## config.mk

```make
export PLATFORM = sky130hd
export DESIGN_NAME = led_pattern_engine
export DESIGN_NICKNAME = d
export VERILOG_FILES = /design/src/rtl/led_pkg.sv /design/src/rtl/led_debounce.sv /design/src/rtl/led_pattern_engine.sv
export SDC_FILE = /design/constraint.sdc
export NUM_CORES = 1
export LEC_CHECK = 0
export ABC_AREA = 1
export BUFFER_PORTS_ARGS = -buffer_cell sky130_fd_sc_hd__buf_2
export CAP_MARGIN = 5
export CORE_MARGIN = 5
export CORE_UTILIZATION = 33
export DETAILED_ROUTE_END_ITERATION = 8
export PLACE_DENSITY = 0.49
export SLEW_MARGIN = 15
export SYNTH_ARGS = -nofsm -noshare
export SYNTH_HDL_FRONTEND = slang
export SYNTH_SLANG_ARGS = --single-unit
export TNS_END_PERCENT = 100
```

## constraint.sdc

```tcl
create_clock -name Clk -period 2.5 [get_ports Clk]
set_input_delay 0.125 -clock Clk [delete_from_list [all_inputs] [get_ports Clk]]
set_output_delay 0.125 -clock Clk [all_outputs]
set_load 0.01 [all_outputs]
```

## src/rtl/led_pkg.sv

```systemverilog
// led_pkg: shared constants for the LED pattern engine.
//   - pattern mode encodings (the value driven on Mode)
//   - push-button count and the role of each button index
//   - bounce direction encoding
//   - seed helper: which modes start from a single lit LED
package led_pkg;

    localparam logic [1:0] MODE_ROTATE = 2'd0;
    localparam logic [1:0] MODE_BOUNCE = 2'd1;
    localparam logic [1:0] MODE_COUNT  = 2'd2;
    localparam logic [1:0] MODE_FILL   = 2'd3;

    localparam int NUM_BTN    = 4;
    localparam int BTN_MODE   = 0;
    localparam int BTN_SPEED  = 1;
    localparam int BTN_BRIGHT = 2;
    localparam int BTN_DIR    = 3;

    localparam logic BDIR_UP   = 1'b0;
    localparam logic BDIR_DOWN = 1'b1;

    // ROTATE and BOUNCE start from a single lit LED; COUNT and FILL start dark.
    function automatic logic seed_is_one(input logic [1:0] m);
        return (m == MODE_ROTATE) || (m == MODE_BOUNCE);
    endfunction

endpackage

```

## src/rtl/led_debounce.sv

```systemverilog
// led_debounce: debouncer for one raw active-low push button.
//   Clk    in  system clock
//   Reset  in  synchronous active-high reset (button taken as released)
//   btn_n  in  raw button level, 0 = pressed, asynchronous to Clk
//   press  out one-cycle pulse when a pressed level is accepted
// The raw level passes a 2-flop synchroniser. A counter runs while the
// synchronised level differs from the accepted level and clears whenever they
// agree; once it has saturated and the difference is still there, the accepted
// level flips. Only the released->pressed flip emits a pulse.
module led_debounce #(
    parameter int DEB_W = 16
) (
    input  logic Clk,
    input  logic Reset,
    input  logic btn_n,
    output logic press
);

    logic             sync1;
    logic             sync2;
    logic             state;
    logic [DEB_W-1:0] cnt;

    always_ff @(posedge Clk) begin
        if (Reset) begin
            sync1 <= 1'b1;
            sync2 <= 1'b1;
            state <= 1'b1;
            cnt   <= '0;
            press <= 1'b0;
        end else begin
            sync1 <= btn_n;
            sync2 <= sync1;
            press <= 1'b0;
            if (sync2 == state) begin
                cnt <= '0;
            end else if (&cnt) begin
                state <= sync2;
                cnt   <= '0;
                press <= ~sync2;
            end else begin
                cnt <= cnt + DEB_W'(1);
            end
        end
    end

endmodule

```

## src/rtl/led_pattern_engine.sv

```systemverilog
// led_pattern_engine: LED bank pattern generator driven by four push buttons.
//   Clk     in  board clock, single clock domain
//   Reset   in  synchronous active-high reset
//   Switch  in  4 raw active-low buttons: [0] mode, [1] speed, [2] brightness,
//               [3] direction (toggles bounce direction while in BOUNCE)
//   LED     out registered LED drive, 1 = lit
//   Mode    out current pattern mode
// A free-running prescaler produces a one-cycle step strobe every
// 2^(TICK_W-speed) cycles; the pattern register advances on that strobe.
// A free-running PWM counter gates the pattern for brightness control.
module led_pattern_engine
    import led_pkg::*;
#(
    parameter int LED_W  = 8,
    parameter int TICK_W = 25,
    parameter int DEB_W  = 16,
    parameter int PWM_W  = 4
) (
    input  logic               Clk,
    input  logic               Reset,
    input  logic [NUM_BTN-1:0] Switch,
    output logic [LED_W-1:0]   LED,
    output logic [1:0]         Mode
);

    logic [NUM_BTN-1:0] press;

    for (genvar i = 0; i < NUM_BTN; i++) begin : g_deb
        led_debounce #(.DEB_W(DEB_W)) u_deb (
            .Clk   (Clk),
            .Reset (Reset),
            .btn_n (Switch[i]),
            .press (press[i])
        );
    end

    logic [TICK_W-1:0] cnt;
    logic              step_en;
    logic [PWM_W-1:0]  pc;
    logic [PWM_W-1:0]  duty;
    logic [1:0]        speed;
    logic              dir;
    logic              bdir;
    logic [LED_W-1:0]  p;

    logic [TICK_W-1:0] tick_mask;
    logic              lit;
    logic [1:0]        mode_nxt;
    logic [LED_W-1:0]  seed;
    logic [LED_W-1:0]  p_step;
    logic              bdir_step;
    logic              bdir_nxt;

    // Masking the top 'speed' bits out of the all-ones test shortens the
    // step period by 2^speed without touching the free-running counter.
    assign tick_mask = {TICK_W{1'b1}} >> speed;
    assign lit       = (pc <= duty);
    assign mode_nxt  = Mode + 2'd1;
    assign seed      = seed_is_one(mode_nxt) ? LED_W'(1) : '0;

    always_comb begin
        p_step    = p;
        bdir_step = bdir;
        case (Mode)
            MODE_ROTATE: p_step = dir ? {p[LED_W-2:0], p[LED_W-1]}
                                      : {p[0], p[LED_W-1:1]};
            MODE_BOUNCE: begin
                if (bdir == BDIR_UP) begin
                    if (p[LED_W-1]) begin
                        bdir_step = BDIR_DOWN;
                        p_step    = p >> 1;
                    end else begin
                        p_step = p << 1;
                    end
                end else begin
                    if (p[0]) begin
                        bdir_step = BDIR_UP;
                        p_step    = p << 1;
                    end else begin
                        p_step = p >> 1;
                    end
                end
            end
            MODE_COUNT: p_step = dir ? p - LED_W'(1) : p + LED_W'(1);
            MODE_FILL: begin
                if (&p)       p_step = '0;
                else if (dir) p_step = {1'b1, p[LED_W-1:1]};
                else          p_step = {p[LED_W-2:0], 1'b1};
            end
            default: p_step = p;
        endcase
    end

    // Bounce direction: a step may reverse it, and a direction press in
    // BOUNCE mode toggles whatever the step left behind.
    always_comb begin
        bdir_nxt = step_en ? bdir_step : bdir;
        if (press[BTN_DIR] && (Mode == MODE_BOUNCE))
            bdir_nxt = ~bdir_nxt;
    end

    always_ff @(posedge Clk) begin
        if (Reset) begin
            cnt     <= '0;
            step_en <= 1'b0;
            pc      <= '0;
            duty    <= '1;
            speed   <= 2'd0;
            dir     <= 1'b0;
            bdir    <= BDIR_UP;
            p       <= LED_W'(1);
            Mode    <= MODE_ROTATE;
            LED     <= '0;
        end else begin
            cnt     <= cnt + TICK_W'(1);
            step_en <= &(cnt | ~tick_mask);
            pc      <= pc + PWM_W'(1);
            LED     <= p & {LED_W{lit}};

            if (press[BTN_SPEED])  speed <= speed + 2'd1;
            if (press[BTN_BRIGHT]) duty  <= duty + PWM_W'(1);
            if (press[BTN_DIR] && (Mode != MODE_BOUNCE)) dir <= ~dir;

            // A mode press reloads the seed and swallows a coincident step.
            if (press[BTN_MODE]) begin
                Mode <= mode_nxt;
                p    <= seed;
                bdir <= BDIR_UP;
            end else begin
                bdir <= bdir_nxt;
                if (step_en) p <= p_step;
            end
        end
    end

endmodule

```

Word level (Yosys, flattened, before mapping)

Cells that the tools add are included.

Flip-flop bits (word level): 136
Input port bits: 6
Output and inout port bits: 10
Word-level logic and storage cells: 111

$add $sub $neg: 11
$lt $le $gt $ge: 1
Equal/unequal tests: 9
Shifts and indexed selects: 1
Muxes and demuxes: 17
Bitwise gates (word level): 17
Reduce and logical (&&, ||, !) cells: 25

Operators with widths:

| operator                                                              | count |
|---|---|
| 8-bit two-way mux                                                     | 9 |
| 17-bit AND reduction                                                  | 4 |
| 16-bit by 1-bit adder with 16-bit output (second input constant)      | 4 |
| 16-bit AND reduction                                                  | 4 |
| 8-bit case mux with 4 select lines                                    | 1 |
| 25-bit by 1-bit adder with 25-bit output (second input constant)      | 1 |
| 25-bit inverter                                                       | 1 |
| 25-bit bitwise OR                                                     | 1 |
| 25-bit AND reduction                                                  | 1 |
| 25-bit by 2-bit right shift with 25-bit output (first input constant) | 1 |
| 3-bit OR reduction                                                    | 8 |
| 1-bit inverter                                                        | 14 |
| 4-bit by 1-bit adder with 4-bit output (second input constant)        | 2 |
| 8-bit by 1-bit adder with 8-bit output (second input constant)        | 1 |
| 8-bit bitwise AND                                                     | 1 |
| 8-bit AND reduction                                                   | 1 |
| 8-bit by 1-bit subtractor with 8-bit output (second input constant)   | 1 |
| 1-bit two-way mux                                                     | 7 |
| 2-bit by 1-bit adder with 2-bit output (second input constant)        | 2 |
| 1-bit == test                                                         | 4 |
| 2-bit by 1-bit == test with 1-bit output (second input constant)      | 2 |
| 2-bit == test (second input constant)                                 | 2 |
| 4-bit <= comparator                                                   | 1 |
| 2-bit logical NOT                                                     | 2 |
| 5 further kinds                                                       | 6 |

Longest topological paths before layout

Depth after elaboration: 6
Depth in mapped cells: 13
Mapped depth without buffers: 12

Cells and area by module

From an unflattened synthesis, not the netlist that was laid out.

Cell total of the unflattened synthesis: 1030
Area, all modules: 7170.6 um^2

Modules (own cells, without submodules):

| module             | times used | cells an instance | area an instance (um^2) |
|---|---|---|---|
| led_debounce       | 4          | 130               | 945.9 |
| led_pattern_engine | 1          | 510               | 3387.0 |

Worst setup path after synthesis

OpenSTA, ideal clock, no wires.

Path kind: register to register
From: register dir
To: register p[7]
Data arrival time: 1803 ps
Path slack: 584 ps
Cell stages (with the launch flop): 13
Buffers on the path: 2
Cell sequence: dfxtp_1 buf_2 inv_1 buf_4 ha_1 nand2_1 inv_1 a21oi_1 nand3_1 nand3_1 nand2_1 nand2_1 nand2_1

Longest elaborated chain between the ends: 5

RTL lines:

| element                              | RTL line                  | text |
|---|---|---|
| start, declared                      | led_pattern_engine.sv:42  | `logic dir;` |
| start signal, assigned               | led_pattern_engine.sv:122 | `if (press[BTN_DIR] && (Mode != MODE_BOUNCE)) dir <= ~dir;` |
| 8-bit two-way mux                    | led_pattern_engine.sv:87  | `else if (dir) p_step = {1'b1, p[LED_W-1:1]};` |
| 8-bit two-way mux                    | led_pattern_engine.sv:86  | `if (&p) p_step = '0;` |
| 8-bit case mux with 4 select lines * | led_pattern_engine.sv:64  | `case (Mode)` |
| 8-bit two-way mux *                  | led_pattern_engine.sv:131 | `if (step_en) p <= p_step;` |
| 8-bit two-way mux *                  | led_pattern_engine.sv:125 | `if (press[BTN_MODE]) begin` |
| end signal, assigned                 | led_pattern_engine.sv:131 |  |
| end, declared                        | led_pattern_engine.sv:44  | `logic [LED_W-1:0] p;` |

Every way passes the cells marked *; elsewhere a longest branch is shown, timed or not. The select of a mux whose other input is x is not followed.
A chain may end at the register's enable or synchronous reset.

Final worst setup path

From: register dir
To: register p[6]

Same word-level chain as after synthesis.

==> results.yml <==
status:
  status: "complete, no violations"
critical_path:
  path_delay_family: "simple AND/OR/NAND/NOR gates"
  criticalPathCategory: "flip-flop to flip-flop"
  cp-end-kind: "flip-flop"
  slowest_delay_ps: 500
  cp.required_ps: 2820
  critPathMaxFanout: 11
  cp.arrival_ps: 2220
  cp_num_buf_inv: 1
  start_kind: "flip-flop"
  startpoint: "dir$_SDFFE_PP0P_"
  path_cells: "buf_4 -> ha_1 -> or2_2 -> nand3b_1 -> nand3b_1 -> nand3_1 -> nand2_1 -> nand2_1 -> nand2_1"
  crit_path_top_delay_cell: "dfxtp_1"
  worstReg2RegStart: "dir$_SDFFE_PP0P_"
  worst_path_most_repeated_cell: "nand2_1"
global_routing:
  grt-ovfl-total: 0
  antenna_found_initial: 0
  grt_pass1_wl_mm: 26.7
  grt.total_usage_pct: 13.2
  grt_max_degree: 37
  grt_pass1_vias: 5784
pwr:
  power.density_mw_per_mm2: 640
  clkPwrFrac_pct: 56.0
  seqPwrFrac_pct: 42.4
  cellLeakagePower_nw: 3.03
  p_int_mw: 4.14
  p_switching_mw: 1.05
  power_mw: 5.19
  vdd_ir_drop_max_uv: 397
  power_frac_comb_pct: 1.6
  p_sw_share_pct: 20.2
timing:
  finalHoldViolCount: 0
  rsz0062_at_grt: "false"
  period_minus_slack_ps: 1900
  fin_hold_ws_ps: 46.2
  setup_viol: 0
  setup-tns-final_ps: 0
  skew_ps: 8.85
  tightest_slew_ps: 524
  worst_slack_ps: 599
  fmax_ghz: 0.526
  maxSlewHeadroom_pct: 65.0
  finalMaxSlewViolations: 0
  fin_crit_sh_pct: 76.0
synth:
  synth_xor_area_share_pct: 4.47
  synth_edf_count: 0
  ys_seq_area_share_pct: 38.6
  synth_adder_area_share_pct: 4.72
  ys_types: 42
  synth-seq-cells: 136
  muxShareOfSynthArea_pct: 0
  synth_top_family_by_area: "simple AND/OR/NAND/NOR gates"
  synth_cells: 979
  async_flop_share_pct: 0
  synth_compound_area_share_pct: 8.03
  ys.flop_type: "dfxtp_1"
  avgSynthCellArea_sq_um: 7.21
  ys_warn_count: 0
  synth_nets: 1011
  synth_area_sq_mm: 0.00706
  yosys.area_share.simple_pct: 36.2
routing:
  dr_wl_met2_mm: 6.87
  route.vias.total: 6002
  drtAntennaViolNets: 0
  viasPerCell: 4.66
  drc: 0
  wl_per_cell_microns: 11.9
  wirelength_mm: 15.3
  drtIter0Drc: 346
  wl_met3_microns: 561
  m1WireLength_mm: 7.64
  first_pass_iters: 6
  top_layer: "met4"
floorplan:
  io_pins: 16
  die_area_sq_mm: 0.0244
  dieHeight_microns: 156
  start_util_pct: 33.6
  die_w_microns: 156
  row_count: 53
  core_area_sq_mm: 0.0210
place:
  io_buffer_count: 15
  placed_area_sq_mm: 0.00739
  placed_cells: 1253
  hpwl_mm: 11.1
  post-place-ws_ps: 605
  gp_congestion: 0.882
layout:
  insertedDiodeCount: 0
  final_cell_mix: "nand2_1 (199), nor2_1 (141), dfxtp_1 (136)"
  fin_util_pct: 38.5
  final-seq-area_sq_mm: 0.00272
  stdcell_count: 1289
  layout-drive-gt1-share_pct: 11.3
  fin_area_sq_mm: 0.00810
  fin_nets: 1033
  n_fill_cell: 2183
  multi_input_area_sq_mm: 0.00377
  layout_commonest_cell: "nand2_1"
  syn2layout_area_growth_pct: 14.8
clock_tree:
  cts_root_buffer: "clkbuf_16"
  path_clk_slew_ps: 60
  insertion_delay_ps: 430
  clock_path_buffers: 2
  cts_htree_levels: 4
  cts_setup_buffers: 0
  cts_buffers: 17
  cts_tree: "done"
  cts.sinks: 136
  cts-resized-gates: 0
job:
  maxCapViolations: 0
hold_path:
  hp-class: "input port to flip-flop"
  min_from: "Reset"
synthesized netlist by cell type (all sizes together), types with 7 or more instances:
cell	n	area (sq um)
a21oi	62	310
buf	11	80.1
clkbuf	8	31.3
dfxtp	136	2720
ha	25	313
inv	121	454
nand2	204	778
nand3	83	490
nand3b	7	52.6
nand4	18	113
nor2	156	638
nor3	43	305
o21ai	36	180
or2	17	106
xnor2	12	105
xor2	24	210
path summary, 6_finish.rpt:
path,endpoint,slack (ps),cells after the start
max reg2reg,p[6]$_SDFFE_PP0P_,600,9
min,Mode[1]$_SDFFE_PP0P_,50,2
min reg2reg,g_deb[1].u_deb.sync2$_SDFF_PP1_,410,1
max,p[6]$_SDFFE_PP0P_,600,9
worst register-to-register path: stages, from the launching register on:
cell and delay, ps:
dfxtp_1 500, buf_4 250, ha_1 290, or2_2 330, nand3b_1 110, nand3b_1 80, nand3_1 80, nand2_1 60
nand2_1 60, nand2_1 40
per-layer routing:
layer | up-vias | global-route usage (%)
met2 | 100 | 21.7
met1 | 2678 | 17.2
li1 | 3203 | -
met5 | - | 0
met3 | 21 | 3.26
met4 | 0 | 4.26
layout make-up:
type                    instances  share of cell area (%)
clock buffers                  20                    5.64
clock inverters                12                    2.72
inverters                     121                    5.61
multi-input cells             703                    46.5
flip-flops and latches        136                    33.6
well taps                     275                    4.25
repair buffers                 22                    1.70
power by group through the flow:
stage               Combinational [mW]  Clock (mW)  Sequential (mW)
floorplan                       0.0585           0             2.24
global placement                0.0786           0             2.25
detailed placement              0.0788           0             2.25
CTS                             0.0839        2.97             2.20
global route                    0.0939        3.08             2.20
finish                          0.0812        2.91             2.20
flip-flops by register name, indices dropped and copies added, names as in the netlist:
register and flops:
Mode 2, dir 1, cnt 25, g_deb.u_deb.sync2 4
bdir 1, p 8, g_deb.u_deb.sync1 4, duty 4
step_en 1, pc 4, g_deb.u_deb.cnt 64, speed 2
g_deb.u_deb.state 4, g_deb.u_deb.press 4, LED 8
cells by family (layout without fill, tap and decap cells):
logic type               after synthesis  after routing
buffers and inverters                140            175
XOR/XNOR                              36             36
AO/OA/AOI/OAI                        107            107
adder cells (fa/ha/maj)               26             26
flip-flops                           136            136
AND/OR/NAND/NOR                      534            534
what timing repair did:
| item | 4_1_cts | 5_1_grt |
|---|---|---|
| endpoints found under the setup margin | 0 | 0 |
| hold buffers | 4 | 0 |
| endpoints found under the hold margin | 4 | 0 |
Power figures use the tool's default switching activity.
